File: config.mk
export PLATFORM = sky130hd
export DESIGN_NAME = game_timer
export DESIGN_NICKNAME = d
export VERILOG_FILES = /design/src/rtl/game_timer.sv
export SDC_FILE = /design/constraint.sdc
export NUM_CORES = 1
export LEC_CHECK = 0
export CORE_UTILIZATION = 51
export CTS_BUF_LIST = sky130_fd_sc_hd__clkbuf_8 sky130_fd_sc_hd__clkbuf_16
export DETAILED_ROUTE_END_ITERATION = 10
export GPL_ROUTABILITY_DRIVEN = 0
export GPL_TIMING_DRIVEN = 0
export HOLD_SLACK_MARGIN = 0.06
export MAX_ROUTING_LAYER = met4
export PLACE_DENSITY = 0.8
export SLEW_MARGIN = 5
export SYNTH_ARGS = -nofsm -noshare
export SYNTH_HDL_FRONTEND = slang
export SYNTH_SLANG_ARGS = --single-unit
File: constraint.sdc
create_clock -name clk -period 2.23 [get_ports clk]
set_input_delay 0.669 -clock clk [delete_from_list [all_inputs] [get_ports clk]]
set_output_delay 0.669 -clock clk [all_outputs]
set_load 0.01 [all_outputs]
File: src/rtl/game_timer.sv
// game_timer: level-preset MM:SS BCD countdown driving hex3..hex0 and timer_stop.
// Optional GAME_TIMER_WARN_EN adds a blinking warn output for the last ten seconds.
module game_timer #(
  parameter int          CLK_FREQ_HZ = 40_000_000,
  parameter logic [2:0]  PLAY_STATE  = 3'd3,
  parameter logic [2:0]  WON_STATE   = 3'd4,
  parameter logic [2:0]  LOST_STATE  = 3'd5,
  parameter logic [15:0] EASY_TIME   = 16'h0500,
  parameter logic [15:0] MEDIUM_TIME = 16'h0800,
  parameter logic [15:0] HARD_TIME   = 16'h1000
) (
  input  logic       clk,
  input  logic       rst,
  input  logic [2:0] main_state,
  input  logic [1:0] level,
  output logic [3:0] hex3,
  output logic [3:0] hex2,
  output logic [3:0] hex1,
`ifdef GAME_TIMER_WARN_EN
  output logic [3:0] hex0,
  output logic       timer_stop,
  output logic       warn
`else
  output logic [3:0] hex0,
  output logic       timer_stop
`endif
);
  localparam int PW = $clog2(CLK_FREQ_HZ + 1);
  typedef enum logic [1:0] {IDLE, RUNNING, FROZEN, EXPIRED} state_t;
  state_t      state;
  logic [2:0]  prev_state;
  logic [PW-1:0] pre;
  logic [15:0] val, preset, dec;
  logic        entry, tick, endgame, play, b0, b1, b2;
  assign {hex3, hex2, hex1, hex0} = val;
  assign play    = main_state == PLAY_STATE;
  assign entry   = play && prev_state != PLAY_STATE;
  assign endgame = main_state == WON_STATE || main_state == LOST_STATE;
  assign tick    = pre == PW'(CLK_FREQ_HZ - 1);
  assign preset  = level == 2'b11 ? HARD_TIME : level == 2'b10 ? MEDIUM_TIME : EASY_TIME;
  // Ripple-borrow BCD decrement: 9 for units digits, 5 for seconds tens.
  assign b0 = val[3:0] == 4'd0;
  assign b1 = b0 && val[7:4] == 4'd0;
  assign b2 = b1 && val[11:8] == 4'd0;
  assign dec[3:0]   = b0 ? 4'd9 : val[3:0] - 4'd1;
  assign dec[7:4]   = b0 ? (val[7:4] == 4'd0 ? 4'd5 : val[7:4] - 4'd1) : val[7:4];
  assign dec[11:8]  = b1 ? (val[11:8] == 4'd0 ? 4'd9 : val[11:8] - 4'd1) : val[11:8];
  assign dec[15:12] = b2 ? val[15:12] - 4'd1 : val[15:12];
  always_ff @(posedge clk) begin
    if (rst) begin
      state      <= IDLE;
      prev_state <= 3'd0;
      pre        <= '0;
      val        <= 16'h0000;
      timer_stop <= 1'b0;
    end else begin
      prev_state <= main_state;
      if (entry) begin
        val        <= preset;
        pre        <= '0;
        timer_stop <= preset == 16'h0000;
        state      <= preset == 16'h0000 ? EXPIRED : RUNNING;
      end else begin
        case (state)
          RUNNING: begin
            if (endgame) begin
              state <= FROZEN;
              pre   <= '0;
            end else if (!play) begin
              state <= IDLE;
              val   <= 16'h0000;
              pre   <= '0;
            end else begin
              pre <= tick ? '0 : pre + 1'b1;
              if (tick) begin
                val <= dec;
                if (dec == 16'h0000) begin
                  state      <= EXPIRED;
                  timer_stop <= 1'b1;
                end
              end
            end
          end
          FROZEN: if (!endgame && !play) begin
            state <= IDLE;
            val   <= 16'h0000;
          end
          EXPIRED: if (!endgame && !play) begin
            state      <= IDLE;
            val        <= 16'h0000;
            timer_stop <= 1'b0;
          end
          default: val <= 16'h0000;
        endcase
      end
    end
  end
`ifdef GAME_TIMER_WARN_EN
  logic half, run_stay;
  assign half     = pre == PW'(CLK_FREQ_HZ / 2 - 1);
  assign run_stay = state == RUNNING && play && !entry && !(tick && dec == 16'h0000);
  always_ff @(posedge clk) begin
    if (rst) warn <= 1'b0;
    else warn <= run_stay && val <= 16'h0010 ? ((tick || half) ? ~warn : warn) : 1'b0;
  end
`endif
endmodule

==> metrics.cfg, run 1 <==
[drt]
wl_per_cell_um=14.9
dr_total_vias=2297
wl_met1_mm=2.75
wl_met3_um=238
first_iter_violations=122
wl_met2_mm=2.82
via_per_inst=5.82
drtAntennaViolNets=0
drt_first_pass_iters=4
top_layer=met4
drc_errors=0
drt_wl_total_mm=5.89

[critical_path]
worstPathArrival_ns=2.48
ff2ff_path_depth=8
startpoint=val[1]
setup.worst_path.start_class=flop
reg2reg_from=val[1]
reg2reg_slack_ns=-0.03
crit_path_end_kind=flop
critPathKind=flop to flop
worstPathRequired_ns=2.45
r2r-end=timer_stop
critPathMaxFanout=3

[power_and_ir_drop]
pwr-share-seq_pct=56.3
ir_drop_v=0.000393
clockPowerShare_pct=35.6
power.switching_mw=0.373
p_sw_share_pct=24.3
power_mw=1.54
leakage_nw=1.17
combinationalPowerShare_pct=8.1
power_density_nw_per_um2=491
internal_power_mw=1.16

[logic_synthesis]
synth-xor-area-share_pct=8.17
ys_seq_area_share_pct=39.0
synth_compound_area_share_pct=10.4
yosysWarningCount=0
synth_top_cell_by_area=dfxtp_1
synth_fa_ha_area_share_pct=2.54
ys_types=44
synthArstFlopShare_pct=0
syn_area_per_cell_um2=8.30
syn_inst=297
synth_top_family_by_area=simple AND/OR/NAND/NOR gates
synthSimpleGateAreaFrac_pct=34.5
syn_nets=309
synthTopCellsByArea=dfxtp_1 39%, nor2_1 7.8%, xor2_1 6.0%
synth_edf_count=0
synth.area.mux_share_pct=2.89
synth_area_um2=2460
synth_flop_cell=dfxtp_1
ys_ff_latch=48
yosys.area.top_type_share_pct=39.0

[placement]
port-buffer-count=22
dp_hpwl_mm=3.70
dpl_cell_area_um2=2750

[clocking]
cts-hold-fix-buffers=0
clk_path_buf_depth=2
cts-root-buf=clkbuf_8
cts_made_buffers=5
cts.clk_slew.worst_paths_ns=0.09
clock_latency_ns=0.31
cts.sinks=48
cts_tree=done
htreeDepth=2

[sta]
report.final.slew_viol_count=0
maxClockFrequency_mhz=442
setup_ws_ns=-0.0348
rsz0062_at_grt=yes
period_needed_ns=2.26
setup_tns_ns=-0.0348
slew-limit-headroom_pct=65.8
final_hold_viol_count=0
finalSetupViolations=1
worst_slew_pin_slew_ns=0.505
fin_crit_sh_pct=102
fin_worst_skew_ns=0.00833

[final_layout]
final_cell_area_um2=3130
layout.filler_cells=333
nets=354
area_growth_pct=27.0
antenna_cells=0
layout-drive-gt1-share_pct=19.0

[min_path]
whs_path_depth=2
hold_path.class=flop to flop
hold_path_end=val[15]
min_from=val[15]

[floorplanning]
io_pins=24
die_w_um=71.5
num_rows=24
die_h_um=71.5
dieArea_um2=5120
coreArea_um2=4500
initial_utilization_pct=54.7

[run_status]
violations=negative setup slack
outcome=finished with violations

[global_routing]
grt_usage_pct=23.3
grt-ovfl-total=0
antenna_found_initial=0
grt_pass1_wl_mm=9.14
grt_max_degree=15
grt_pass1_vias=1998

[flow_run]
maxCapViolCount=0

cell usage in the layout (no fill, tap or decap), types with 4 or more instances in the layout:
master           Yosys  layout
nor2_1              51      51
o21ai_0              7       7
nand2b_1            12      11
a21oi_1             19      15
nor4b_1              4       4
buf_4                0      18
nand2_1             20      20
ha_1                 5       4
xor2_1              17      17
mux2i_1              6       6
nor2b_1              7       6
inv_1                8       6
nor3_1              11       8
nand4_1              8       8
dfxtp_1             48      43
and3_1               4       4
clkbuf_8             0       6
xnor2_1              6       6
clkdlybuf4s50_1      0      20
nand3_1             16      15
worst max-delay path by stage:
stage | end | cells after the start | slack [ns]
6_report | timer_stop | 8 | -0.03
5_1_grt | val[1] | 7 | -0.08
4_1_cts | timer_stop | 8 | -0.03
3_5_place_dp | val[12] | 7 | -0.79
3_3_place_gp | val[9] | 7 | -0.77
2_1_floorplan | timer_stop | 8 | 0.002
through the flow:
step,std cells,setup WS [ns],util [%],hold WS [ns]
after CTS,384,-0.0278,65.6,0.501
after global routing,395,-0.0800,69.5,0.560
after global placement,371,-0.768,61.1,0.477
after detailed placement,371,-0.789,61.1,0.487
after floorplan,297,0.00178,-,0.471
final,395,-0.0348,69.5,0.513
power groups by stage:
| stage | registers, mW | logic [mW] | clock network (mW) |
|---|---|---|---|
| 2_1_floorplan | 0.888 | 0.0601 | 0 |
| 3_3_place_gp | 0.888 | 0.0907 | 0 |
| 3_5_place_dp | 0.888 | 0.0918 | 0 |
| 4_1_cts | 0.866 | 0.0992 | 0.551 |
| 5_1_grt | 0.866 | 0.134 | 0.582 |
| 6_report | 0.865 | 0.124 | 0.547 |
Yosys cell counts, types with 5 or more instances:
cell type,count
a21oi_1,19
nand4_1,8
inv_1,8
nand2_1,20
dfxtp_1,48
clkbuf_1,6
xor2_1,17
nand3_1,16
ha_1,5
mux2i_1,6
nor2b_1,7
nand2b_1,12
nor3_1,11
nor2_1,51
xnor2_1,6
o21ai_0,7
registers in the layout (all words and copies together), names as in the netlist:
signal      cells
state           2
val            16
prev_state      3
pre            26
timer_stop      1
cells by family after synthesis:
group	Yosys count
simple gates	157
flops	48
compound gates	41
xor+xnor	23
buf+inv	16
mux	7
fa+ha+maj	5
final cells by class:
type	instances	area (um^2)	area share (%)
repair buffers	39	353	11.3
inverters	8	35.0	1.12
clock buffers	6	82.6	2.64
clock inverters	2	10.0	0.320
well taps	52	65.1	2.08
plain buffers	7	38.8	1.24
multi-input cells	233	1570	50.2
flip-flops and latches	48	975	31.1
metal layers:
layer,vias to the layer above,track usage [%]
met1,1093,31.0
met4,0,7.84
met3,5,4.78
met5,-,-
met2,63,35.7
li1,1136,-
worst max-delay path: stages, from the launching register on:
cell      delay, ns
dfxtp_4        0.36
inv_4          0.07
ha_4           0.12
or3b_4         0.37
or2_4          0.25
mux2_4         0.32
nor4_4         0.35
a21oi_2        0.11
a311oi_2       0.22
what timing repair did:
item / in CTS / in global routing
pin swaps: 10 / 8
resized for setup: 22 / 24
setup buffers: 6 / 11
endpoints found under the setup margin: 38 / 36
Power figures use the tool's default switching activity.
==> run 2, diff against run 1 <==
--- a/config.mk
+++ b/config.mk
@@ -5,14 +5,15 @@
 export SDC_FILE = /design/constraint.sdc
 export NUM_CORES = 1
 export LEC_CHECK = 0
-export CORE_UTILIZATION = 51
+export CORE_UTILIZATION = 55
 export CTS_BUF_LIST = sky130_fd_sc_hd__clkbuf_8 sky130_fd_sc_hd__clkbuf_16
 export DETAILED_ROUTE_END_ITERATION = 10
 export GPL_ROUTABILITY_DRIVEN = 0
 export GPL_TIMING_DRIVEN = 0
 export HOLD_SLACK_MARGIN = 0.06
 export MAX_ROUTING_LAYER = met4
-export PLACE_DENSITY = 0.8
+export PLACE_DENSITY = 0.82
+export REMOVE_ABC_BUFFERS = 1
 export SLEW_MARGIN = 5
 export SYNTH_ARGS = -nofsm -noshare
 export SYNTH_HDL_FRONTEND = slang
==> constraint.sdc (replaced) <==
create_clock -name clk -period 2.3 [get_ports clk]
set_input_delay 0.69 -clock clk [delete_from_list [all_inputs] [get_ports clk]]
set_output_delay 0.69 -clock clk [all_outputs]
set_load 0.01 [all_outputs]
==> run 2 against run 1 <==
  * The flow now finishes without violations
  * Cell count is 5.3% lower
  * Combinational power is 16% lower
  * Flip-flop and latch count stayed put
  * Clock-buffer cell count is 1 lower
  * Highest routed layer unchanged
==> metrics.cfg, run 2 (synthesis gave the netlist of run 1 again) <==
[final_layout]
layout.filler_cells=327
fin_util_pct=72.3
layout_common_cells=49 x nor2_1, 44 x dfxtp_1, 23 x clkdlybuf4s50_1
top_register=pre
antenna_cells=0
largest_reg_flops=26
layout-drive-gt1-share_pct=13.6
final_common_cell=nor2_1
nets=335
area_growth_pct=21.6
top_regs=pre (26), val (16), prev_state (3)

[sta]
fin_worst_skew_ns=0.00930
setup_ws_ns=0.00706
rsz0062_at_grt=yes
maxClockFrequency_mhz=436
final_hold_viol_count=0
setup_tns_ns=0
finalSetupViolations=0
report.final.slew_viol_count=0
worst_slew_pin_slew_ns=0.654
period_needed_ns=2.29
fin_crit_sh_pct=99.7
slew-limit-headroom_pct=56.2

[drt]
wl_met3_um=290
wl_met1_mm=2.56
drc_errors=0
drtAntennaViolNets=0
top_layer=met4
dr_total_vias=2232
drt_wl_total_mm=5.68
wl_per_cell_um=15.2
via_per_inst=5.97
wl_met2_mm=2.71
drt_first_pass_iters=4
first_iter_violations=122

[global_routing]
grt_max_degree=24
grt-ovfl-total=0
antenna_found_initial=0
grt_pass1_wl_mm=8.69
grt_pass1_vias=1929
grt_usage_pct=25.9

[critical_path]
critical_path.top_delay_family=simple AND/OR/NAND/NOR gates
critPathMaxFanout=8
crit_buf_inv=1
worstPathRequired_ns=2.52
reg2reg_slack_ns=0.05
ff2ff_path_depth=8
setup.worst_path.start_class=input pin
crit_chain=clkdlybuf4s50_1 -> and3b_2 -> nand2b_1 -> nand2b_2 -> or3_4 -> a311oi_1
critPathKind=input pin to flop
worstPathArrival_ns=2.51
crit_path_top_delay_cell=clkdlybuf4s50_1
cp_slowest_stage_delay_ns=0.51
reg2reg_from=val[1]
crit_path_end_kind=flop
r2r-end=timer_stop

[clocking]
cts_tree=done
cts.sinks=48
cts.clk_slew.worst_paths_ns=0.09
clk_path_buf_depth=2
clock_latency_ns=0.31
cts-root-buf=clkbuf_8
cts-hold-fix-buffers=0
htreeDepth=2
cts_made_buffers=5

[min_path]
hold_path_end=val[1]
whs_path_depth=2
hold_path.class=flop to flop
min_from=val[1]

[floorplanning]
die_w_um=68.9
dieArea_um2=4750
num_rows=23
initial_utilization_pct=59.5
coreArea_um2=4140
die_h_um=68.9
io_pins=24

[flow_run]
maxCapViolCount=0

[run_status]
outcome=finished clean

[placement]
preCtsSetupSlack_ns=-0.598
dp_hpwl_mm=3.64
port-buffer-count=23

[power_and_ir_drop]
ir_drop_v=0.000428
leakage_nw=1.08
power_density_nw_per_um2=517

==> run 2: cell count changes in the layout (fill, tap and decap cells not counted), sizes merged, moves of 2 or more <==
cell	change
buf	-15
clkbuf	-7
clkdlybuf4s50	+3
dlymetal6s2s	-2
==> run 2: repair_timing <==
| item | 4_1_cts | 5_1_grt |
|---|---|---|
| gates resized for setup | 15 | 19 |
| pin swaps | 3 | 7 |
| endpoints found under the setup margin | 41 | 37 |
| setup buffers | 2 | 1 |
| hold endpoints to repair | 0 | 0 |
| gates cloned | 1 | 0 |
==> run 2: final cells by class <==
cell class / instances / area (um^2) / area share (%)
clock buffers: 5 / 68.8 / 2.30
multi-input cells: 234 / 1570 / 52.4
repair buffers: 26 / 253 / 8.43
well taps: 50 / 62.6 / 2.09
inverters: 8 / 32.5 / 1.09
flip-flops and latches: 48 / 971 / 32.4
clock inverters: 3 / 38.8 / 1.29
==> run 2: power by group <==
group          total, mW  internal [mW]  switching, mW  leakage (nW)
Clock              0.603          0.319          0.285        0.0593
Sequential         0.840          0.834        0.00587         0.390
Combinational      0.104         0.0440         0.0605         0.627
Total               1.55           1.20          0.351          1.08
==> run 2: worst max-delay path by stage <==
stage,startpoint,to,slack (ns),cells past startpoint
after global routing,pre[0],timer_stop,-0.06,7
final,main_state[2],val[13],0.007,6
after CTS,val[0],timer_stop,-0.06,8
after floorplan,val[0],timer_stop,0.03,8
after global placement,main_state[2],val[11],-0.98,6
after detailed placement,main_state[2],val[10],-0.60,6
==> run 2: layer usage <==
layer	GRT usage, %	vias up
li1	-	1101
met1	32.5	1067
met2	39.2	53
met3	6.74	11
met4	10.7	0
met5	-	-
==> run 2: metrics by stage <==
stage	hold slack (ns)	area, um^2	cells	power (mW)
2_1_floorplan	0.471	2430	289	0.915
3_3_place_gp	0.473	2730	362	0.947
3_5_place_dp	0.488	2730	362	0.949
4_1_cts	0.489	2920	373	1.55
5_1_grt	0.535	3000	374	1.61
6_report	0.491	3000	374	1.55
==> run 2: worst reg2reg max path, cell delays in order, from the launching register on <==
cell      delay [ns]
dfxtp_2         0.35
inv_2           0.09
ha_4            0.16
or3b_4          0.41
or2_4           0.25
mux2_2          0.29
nor4_4          0.32
a21o_1          0.18
a311oi_2        0.09
==> run 3, diff against run 2 <==
--- a/config.mk
+++ b/config.mk
@@ -5,6 +5,7 @@
 export SDC_FILE = /design/constraint.sdc
 export NUM_CORES = 1
 export LEC_CHECK = 0
+export ABC_CLOCK_PERIOD_IN_PS = 2400
 export CORE_UTILIZATION = 55
 export CTS_BUF_LIST = sky130_fd_sc_hd__clkbuf_8 sky130_fd_sc_hd__clkbuf_16
 export DETAILED_ROUTE_END_ITERATION = 10
==> constraint.sdc (replaced) <==
create_clock -name clk -period 2.4 [get_ports clk]
set_input_delay 0.72 -clock clk [delete_from_list [all_inputs] [get_ports clk]]
set_output_delay 0.72 -clock clk [all_outputs]
set_load 0.01 [all_outputs]
==> run 3 against run 2 <==
  * Design area down 2.6%
  * Utilization down 1.9 points
  * Via count down 2.5%
  * Worst hold slack about the same
  * Largest cell class unchanged
==> metrics.cfg, run 3 (synthesis gave the netlist of run 1 again) <==
[run_status]
outcome=finished clean

[drt]
drtAntennaViolNets=0
via_per_inst=5.87
wl_per_cell_um=14.2
drc_errors=0
drt_wl_total_mm=5.28
drt_first_pass_iters=4
first_iter_violations=120
dr_total_vias=2177

[final_layout]
largest_reg_flops=26
layout.filler_cells=347
antenna_cells=0
top_register=pre
fin_util_pct=70.4
final_common_cell=nor2_1
nets=332
top_regs=pre (26), val (16), prev_state (3)
area_growth_pct=18.4
layout-drive-gt1-share_pct=10.3
layout_common_cells=51 x nor2_1, 46 x dfxtp_1, 23 x clkdlybuf4s50_1

[critical_path]
cpMostUsedCell=nand2b_1
critPathMaxFanout=7
cp_slowest_stage_delay_ns=0.56
r2r-end=timer_stop
crit_chain=clkdlybuf4s50_1 -> and3b_1 -> nand2b_1 -> nand2b_1 -> nor3_2 -> nand2_1 -> mux2i_1
setup.worst_path.start_class=input pin
reg2reg_slack_ns=0.09
reg2reg_from=val[1]
worstSetupEndpoint=val[15]
worstPathArrival_ns=2.58
startpoint=main_state[2]
crit_path_top_delay_cell=nor3_2
worstPathRequired_ns=2.65
critPathKind=input pin to flop
ff2ff_path_depth=8
crit_path_end_kind=flop

[clocking]
cts_made_buffers=5
clk_path_buf_depth=2
cts-hold-fix-buffers=0
cts-root-buf=clkbuf_8
cts.clk_slew.worst_paths_ns=0.09
cts_tree=done
htreeDepth=2
clock_latency_ns=0.31
cts.sinks=48

[min_path]
min_from=val[1]
whs_path_depth=2
hold_path.class=flop to flop

[global_routing]
grt_pass1_vias=1879
grt_max_degree=24
grt_usage_pct=25.1
grt_pass1_wl_mm=8.44
grt-ovfl-total=0
antenna_found_initial=0

[floorplanning]
io_pins=24
num_rows=23
die_h_um=68.9
initial_utilization_pct=59.5
coreArea_um2=4140
dieArea_um2=4750
die_w_um=68.9

[sta]
finalSetupViolations=0
fin_crit_sh_pct=97.4
final_hold_viol_count=0
setup_ws_ns=0.0612
rsz0062_at_grt=yes
slew-limit-headroom_pct=55.9
worst_slew_pin_slew_ns=0.656
period_needed_ns=2.34
report.final.slew_viol_count=0
maxClockFrequency_mhz=428
fin_worst_skew_ns=0.00885

[power_and_ir_drop]
power_density_nw_per_um2=505
ir_drop_v=0.000399
leakage_nw=1.05
power_mw=1.48

[placement]
preCtsSetupSlack_ns=-0.528
dp_hpwl_mm=3.64
port-buffer-count=23

[flow_run]
maxCapViolCount=0

==> run 3: cell types whose count changed in the layout (fill, tap and decap cells not counted), moves of 2 or more <==
cell | before | now
dfxtp_4 | 2 | 0
buf_4 | 3 | 0
nor2_2 | 2 | 0
nor2_1 | 49 | 51
dfxtp_1 | 44 | 46
==> run 3: power breakdown <==
| group | leakage, nW | switching, mW | internal [mW] |
|---|---|---|---|
| Clock | 0.0593 | 0.273 | 0.305 |
| Sequential | 0.389 | 0.00519 | 0.801 |
| Combinational | 0.601 | 0.0516 | 0.0386 |
| Total | 1.05 | 0.330 | 1.15 |
==> run 3: stage by stage <==
stage	hold WS, ns	TNS [ns]	instance area [um^2]	std cells
after floorplan	0.471	0	2430	289
after global routing	0.535	-0.244	2920	371
after CTS	0.499	0	2880	370
after detailed placement	0.488	-16.70	2730	362
final	0.490	0	2920	371
after global placement	0.473	-19.34	2730	362
==> run 3: area by class of cell <==
type                       count  area, um^2  area share, %
sequential                    48         963           33.0
inverter                       8        30.0           1.03
clock inverter                 3        38.8           1.33
timing repair buffer          24         250           8.57
multi-input combinational    233        1510           51.6
tap                           50        62.6           2.14
clock buffer                   5        68.8           2.36
==> run 3: worst min path at each step <==
stage          endpoint
2_1_floorplan   pre[25]
3_3_place_gp    val[15]
3_5_place_dp    val[15]
4_1_cts         val[15]
5_1_grt          val[1]
6_report         val[1]
==> run 3: worst max-delay path: cells and delay by family <==
| family | cells | cell delay [ns] |
|---|---|---|
| simple gates | 5 | 1.22 |
| mux | 1 | 0.14 |
| buf+inv | 1 | 0.50 |
==> run 3: layer usage <==
| metal | global-route usage, % | routed length [um] | vias to the layer above |
|---|---|---|---|
| met5 | - | 0 | - |
| met4 | 9.95 | 103 | 0 |
| met3 | 5.92 | 154 | 11 |
| met2 | 38.3 | 2460 | 32 |
| met1 | 31.8 | 2560 | 1041 |
| li1 | - | - | 1093 |
==> run 3: timing repair <==
| action | in CTS | in global routing |
|---|---|---|
| setup buffers | 0 | 1 |
| endpoints found under the setup margin | 39 | 14 |
| hold endpoints to repair | 0 | 0 |
| pin swaps | 2 | 3 |
| gates resized for setup | 10 | 7 |
